===== src/rtl/fir_pkg.sv =====
// Shared constants for the FIR coefficient path: filter geometry and the
// coefficient loader state encoding.
// Optional feature macro used by the loader: FIR_COEFF_LOADER_CHECKSUM_EN.
package fir_pkg;

    localparam int TAPS        = 128;
    localparam int COEFF_WIDTH = 16;
    localparam int ADDR_WIDTH  = $clog2(TAPS);

    typedef logic [2:0] loader_state_t;

    localparam loader_state_t ST_IDLE   = 3'd0;
    localparam loader_state_t ST_HI     = 3'd1;
    localparam loader_state_t ST_LO     = 3'd2;
    localparam loader_state_t ST_WR     = 3'd3;
    localparam loader_state_t ST_CHK_HI = 3'd4;
    localparam loader_state_t ST_CHK_LO = 3'd5;
    localparam loader_state_t ST_FIN    = 3'd6;

endpackage


===== src/rtl/fir_coeff_checksum.sv =====
// Running modulo-2^16 sum of the coefficient words written during a load,
// compared against the host-supplied trailer. Only instantiated when
// FIR_COEFF_LOADER_CHECKSUM_EN is defined.
module fir_coeff_checksum
    import fir_pkg::*;
(
    input  logic                   clk,
    input  logic                   rst_n,
    input  logic                   clear,
    input  logic                   add_en,
    input  logic [COEFF_WIDTH-1:0] add_val,
    input  logic [15:0]            cmp_val,
    output logic                   match
);

    logic [15:0] sum_q;
    logic [15:0] sum_d;

    // Next sum: clear at load start, accumulate on each committed write
    always_comb begin
        sum_d = sum_q;
        if (clear) begin
            sum_d = '0;
        end else if (add_en) begin
            sum_d = sum_q + add_val;
        end
    end

    // Sum register
    always_ff @(posedge clk) begin
        if (!rst_n) begin
            sum_q <= '0;
        end else begin
            sum_q <= sum_d;
        end
    end

    assign match = (sum_q == cmp_val);

endmodule


===== src/rtl/fir_coeff_loader.sv =====
// Coefficient loader: takes a big-endian byte stream over valid/ready,
// assembles 16-bit words and writes them to coefficient addresses 0..TAPS-1.
// Optional checksum trailer: FIR_COEFF_LOADER_CHECKSUM_EN.
//
// Handshake: a byte transfers on a rising edge where s_valid && s_ready.
// s_ready is high only in HI/LO (and CHK_HI/CHK_LO) and never while
// load_abort is asserted, so an abort always wins over a pending byte.
module fir_coeff_loader
    import fir_pkg::*;
(
    input  logic                   clk,
    input  logic                   rst_n,
    input  logic                   load_start,
    input  logic                   load_abort,
    input  logic [7:0]             s_byte,
    input  logic                   s_valid,
    output logic                   s_ready,
    output logic                   coeff_wr_en,
    output logic [ADDR_WIDTH-1:0]  coeff_addr,
    output logic [COEFF_WIDTH-1:0] coeff_data,
    output logic                   load_busy,
    output logic                   load_done,
    output logic                   load_error,
    output loader_state_t          dbg_state
);

    loader_state_t          state_q, state_d;
    logic [ADDR_WIDTH-1:0]  cnt_q,   cnt_d;
    logic [7:0]             hi_q,    hi_d;
    logic [ADDR_WIDTH-1:0]  addr_q,  addr_d;
    logic [COEFF_WIDTH-1:0] data_q,  data_d;
    logic                   err_q,   err_d;

    logic accept;
    logic abort_act;
    logic start_act;
    logic last_word;

    assign accept    = s_valid && s_ready;
    assign abort_act = load_abort && (state_q != ST_IDLE);
    assign start_act = load_start && !load_abort && (state_q == ST_IDLE);
    assign last_word = (cnt_q == ADDR_WIDTH'(TAPS - 1));

`ifdef FIR_COEFF_LOADER_CHECKSUM_EN
    logic chk_match;

    fir_coeff_checksum u_checksum (
        .clk     (clk),
        .rst_n   (rst_n),
        .clear   (start_act),
        .add_en  ((state_q == ST_WR) && !abort_act),
        .add_val (data_q),
        .cmp_val ({hi_q, s_byte}),
        .match   (chk_match)
    );
`endif

    // State and datapath registers
    always_ff @(posedge clk) begin
        if (!rst_n) begin
            state_q <= ST_IDLE;
            cnt_q   <= '0;
            hi_q    <= '0;
            addr_q  <= '0;
            data_q  <= '0;
            err_q   <= 1'b0;
        end else begin
            state_q <= state_d;
            cnt_q   <= cnt_d;
            hi_q    <= hi_d;
            addr_q  <= addr_d;
            data_q  <= data_d;
            err_q   <= err_d;
        end
    end

    // Next-state logic; an abort in any busy state returns to IDLE
    always_comb begin
        state_d = state_q;
        case (state_q)
            ST_IDLE: if (start_act) state_d = ST_HI;
            ST_HI:   if (accept)    state_d = ST_LO;
            ST_LO:   if (accept)    state_d = ST_WR;
            ST_WR: begin
                if (!last_word) begin
                    state_d = ST_HI;
                end else begin
`ifdef FIR_COEFF_LOADER_CHECKSUM_EN
                    state_d = ST_CHK_HI;
`else
                    state_d = ST_FIN;
`endif
                end
            end
`ifdef FIR_COEFF_LOADER_CHECKSUM_EN
            ST_CHK_HI: if (accept) state_d = ST_CHK_LO;
            ST_CHK_LO: if (accept) state_d = ST_FIN;
`endif
            ST_FIN:  state_d = ST_IDLE;
            default: state_d = ST_IDLE;
        endcase
        if (abort_act) begin
            state_d = ST_IDLE;
        end
    end

    // Datapath next values: byte capture, word assembly, counter, error flag
    always_comb begin
        cnt_d  = cnt_q;
        hi_d   = hi_q;
        addr_d = addr_q;
        data_d = data_q;
        err_d  = err_q;
        if (start_act) begin
            cnt_d = '0;
            err_d = 1'b0;
        end
        if ((state_q == ST_HI) && accept) begin
            hi_d = s_byte;
        end
        if ((state_q == ST_LO) && accept) begin
            addr_d = cnt_q;
            data_d = {hi_q, s_byte};
        end
        if ((state_q == ST_WR) && !abort_act) begin
            cnt_d = cnt_q + ADDR_WIDTH'(1);
        end
`ifdef FIR_COEFF_LOADER_CHECKSUM_EN
        if ((state_q == ST_CHK_HI) && accept) begin
            hi_d = s_byte;
        end
        if ((state_q == ST_CHK_LO) && accept && !chk_match) begin
            err_d = 1'b1;
        end
`endif
        if (abort_act) begin
            err_d = 1'b1;
        end
    end

    // Outputs decoded from the registered state; abort masks strobes at once
    always_comb begin
        s_ready     = ((state_q == ST_HI) || (state_q == ST_LO) ||
                       (state_q == ST_CHK_HI) || (state_q == ST_CHK_LO)) && !load_abort;
        coeff_wr_en = (state_q == ST_WR) && !load_abort;
        load_busy   = (state_q != ST_IDLE);
        load_done   = (state_q == ST_FIN) && !load_abort;
        coeff_addr  = addr_q;
        coeff_data  = data_q;
        load_error  = err_q;
        dbg_state   = state_q;
    end

endmodule

===== config.mk =====
export PLATFORM = sky130hd
export DESIGN_NAME = fir_coeff_loader
export DESIGN_NICKNAME = d
export VERILOG_FILES = /design/src/rtl/fir_pkg.sv /design/src/rtl/fir_coeff_checksum.sv /design/src/rtl/fir_coeff_loader.sv
export SDC_FILE = /design/constraint.sdc
export NUM_CORES = 1
export LEC_CHECK = 0
export CORE_MARGIN = 10
export CORE_UTILIZATION = 35
export CTS_CLUSTER_SIZE = 10
export DETAILED_ROUTE_END_ITERATION = 10
export PLACE_DENSITY = 0.61
export SLEW_MARGIN = 15
export SYNTH_ARGS = -nofsm -noshare
export SYNTH_HDL_FRONTEND = slang
export SYNTH_SLANG_ARGS = --single-unit

===== constraint.sdc =====
create_clock -name clk -period 1.5 [get_ports clk]
set_input_delay 0.225 -clock clk [delete_from_list [all_inputs] [get_ports clk]]
set_output_delay 0.225 -clock clk [all_outputs]
set_load 0.1 [all_outputs]

==> results.txt <==
Rows -> 26
Ranking of synthesized cells by area -> dfxtp_1, a21oi_1, nand3_1, o21ai_1, o21ai_0
Crit path required time -> 1.27 ns
Switching part of the total -> 26.8%
Worst-path cell chain -> buf_6 -> or3_4 -> nand2_4 -> nor2_4 -> buf_12
Routed Antenna Nets -> 0
Initial DRC Count -> 113
Final Core Density -> 60.4%
Pre-antenna DRT Iters -> 4
Clk_skew -> 0.00909 ns
Commonest non-fill, non-tap cell in the layout -> dfxtp_1
Die area -> 8570 µm²
Final worst slack -> -0.155 ns
Clock power frac -> 34.7%
WP depth -> 5
Worst setup EP type -> primary output
Most frequent cells in the layout -> dfxtp_1, buf_12, a21oi_1, nand3_1, buf_4
Relative slew margins -> 78.5%
DP HPWL -> 3.63 mm
Final Hold Vio Count -> 0
DR WL/cell -> 15.3 µm
GRT Residual Overflow -> 0
Port Buffers -> 43
DRC -> 0
Worst r2r src -> dbg_state[2]
Sequential fraction of the synthesis area -> 45.6%
Crit-path max FO -> 4
Arrival time worst endpoint -> 1.43 ns
Logic pwr share -> 12.5%
Critical Path End -> s_ready
Flop2flop setup slack -> 0.03 ns
CP max stage delay -> 0.37 ns
CTS tree -> built
Post-Syn Area -> 1840 µm²
Slowest CP cell -> dfxtp_4
Initial antenna violation count -> 0
Fmax -> 604 MHz
DR vias/cell -> 5.25
Yosys reg bits -> 42
Outcome -> finished with violations
Share of the synthesized area in the top cell type -> 45.6%
RSZ-0062 raised after global routing -> true
Largest net degree at the start of global routing -> 25
Reg2Reg Depth -> 3
Clk slew on worst S/H paths -> 0.09 ns
# nets final -> 294
Total power divided by cell area -> 690 nW/µm²
VDD IR max -> 0.379 mV
Number of buffers created by CTS -> 5
Synth warn -> 0
GRT Overall Usage -> 12.1%
Failing checks -> setup timing
Crit path from -> dbg_state[2]
Critical path class -> register to primary output
Root Driver -> clkbuf_8
H-tree level count -> 2
Ports -> 44
Worst Path Buf+Inv -> 2
Final setup violation count -> 4
Syn Inst Count -> 214
Sink Count -> 42
Clock Latency Late Sink -> 0.30 ns
Ant diodes -> 0
Max-slew violations -> 0
Final GP Congestion -> 0.818
WL final -> 5.37 mm
Setup TNS -> -0.380 ns
Total leakage power -> 1.07 nW
Reg2reg end -> coeff_data[5]
P_sw -> 570 µW
Syn nets -> 228
Worst path top cell family by delay -> simple AND/OR/NAND/NOR gates
First-pass GRT wire length -> 8.67 mm
Final Cycle Share -> 110%
Internal power -> 1.56 mW
Syn Area/Cell -> 8.62 µm²
Worst Hold Class -> register to register
Vias -> 1,844
Clk buf depth -> 2
Post-CTS Hold Fix Bufs -> 0
Die height -> 92.6 µm
Startpoint Class -> register
Synth-to-Final Area Change -> 67.2%
Die Width -> 92.6 µm
Initial core utilization -> 36.1%
Library cells used by synthesis -> 37
Worst Tran Pin Value -> 0.322 ns
Vias in the first global route -> 1,815
Tmin final -> 1.66 ns
Share of power burned in registers -> 52.8%
Core footprint -> 5110 µm²
Area leader, netlist -> dfxtp_1
Reported max-cap violation count -> 0
Share of layout cells above drive strength 1 -> 37.4%
cell type report:
class	instances	area (µm²)
Clock buffer	6	72.6
Clock inverter	2	13.8
Fill cell	453	2020
Inverter	4	27.5
Multi-Input combinational cell	148	986
Sequential cell	42	852
Tap cell	70	87.6
Timing Repair Buffer	79	1040
Yosys cell counts (all sizes together):
master   instances
dfxtp           42
o311ai           2
nand3           34
nand2            5
or4b             1
mux2i            2
ha               1
o32ai            1
or3              2
nand2b           3
nor4bb           2
nor2             2
buf             13
nor4b            3
or3b             1
a311oi           3
nand4bb          1
clkinv           1
a41oi            1
nand4            2
and2b            1
clkbuf           7
nor4             1
nor3             3
inv              3
a211oi           2
o21ai           36
and3             2
a21oi           37
what timing repair did:
| item | 4_1_cts | 5_1_grt |
|---|---|---|
| cloned | 0 | 2 |
| hold endpoints to repair | 0 | 0 |
| setup buffers | 11 | 1 |
| setup endpoints to repair | 4 | 33 |
| gates resized for setup | 7 | 25 |
| pin swaps | 5 | 18 |
tightest hold or removal path, stage by stage (launching register included):
cell and delay (ns):
dfxtp_1 0.32, nand3_2 0.05, a21oi_1 0.05
registers in the layout, summed over array words and instances (netlist names):
name	cells
cnt_q	7
dbg_state	3
coeff_data	16
load_error	1
hi_q	8
coeff_addr	7
power groups by stage:
stage	Combinational (mW)	Sequential (mW)	Clock [mW]
after global routing	0.283	1.13	0.782
after global placement	0.241	1.15	0
after CTS	0.256	1.12	0.748
after floorplan	0.114	1.17	0
after detailed placement	0.241	1.15	0
final	0.267	1.12	0.738
layer usage:
layer	part of all wire, %	global-route usage, %
met5	0	0
met4	1.2	5.27
met3	7.6	4.92
met2	48	18.6
met1	43	14.4
metrics by stage:
| step | setup WS [ns] | power [mW] | hold WS [ns] | cell area, µm² | cells |
|---|---|---|---|---|---|
| final | -0.155 | 2.13 | 0.461 | 3080 | 351 |
| after global routing | -0.181 | 2.19 | 0.498 | 3080 | 351 |
| after CTS | -0.212 | 2.13 | 0.477 | 2970 | 348 |
| after detailed placement | -0.213 | 1.39 | 0.464 | 2780 | 329 |
| after global placement | -0.194 | 1.39 | 0.459 | 2780 | 329 |
| after floorplan | -0.587 | 1.29 | 0.373 | 1920 | 214 |
kinds of logic after synthesis:
logic type	synth area share (%)
multiplexers	1.09
flip-flops	45.6
AO/OA/AOI/OAI	24.6
adder cells (fa/ha/maj)	0.678
AND/OR/NAND/NOR	20.9
buffers and inverters	7.12
how the worst min path moves through the flow:
stage               startpoint        endpoint  slack (ns)  cells after the start
CTS                    hi_q[2]  coeff_data[10]        0.48                      2
finish                 hi_q[3]  coeff_data[11]        0.46                      2
floorplan            s_byte[0]   coeff_data[0]        0.37                      2
global placement       hi_q[0]   coeff_data[8]        0.46                      2
detailed placement     hi_q[3]  coeff_data[11]        0.46                      2
global route           hi_q[3]  coeff_data[11]        0.50                      2
(Power assumes the default switching activity.)
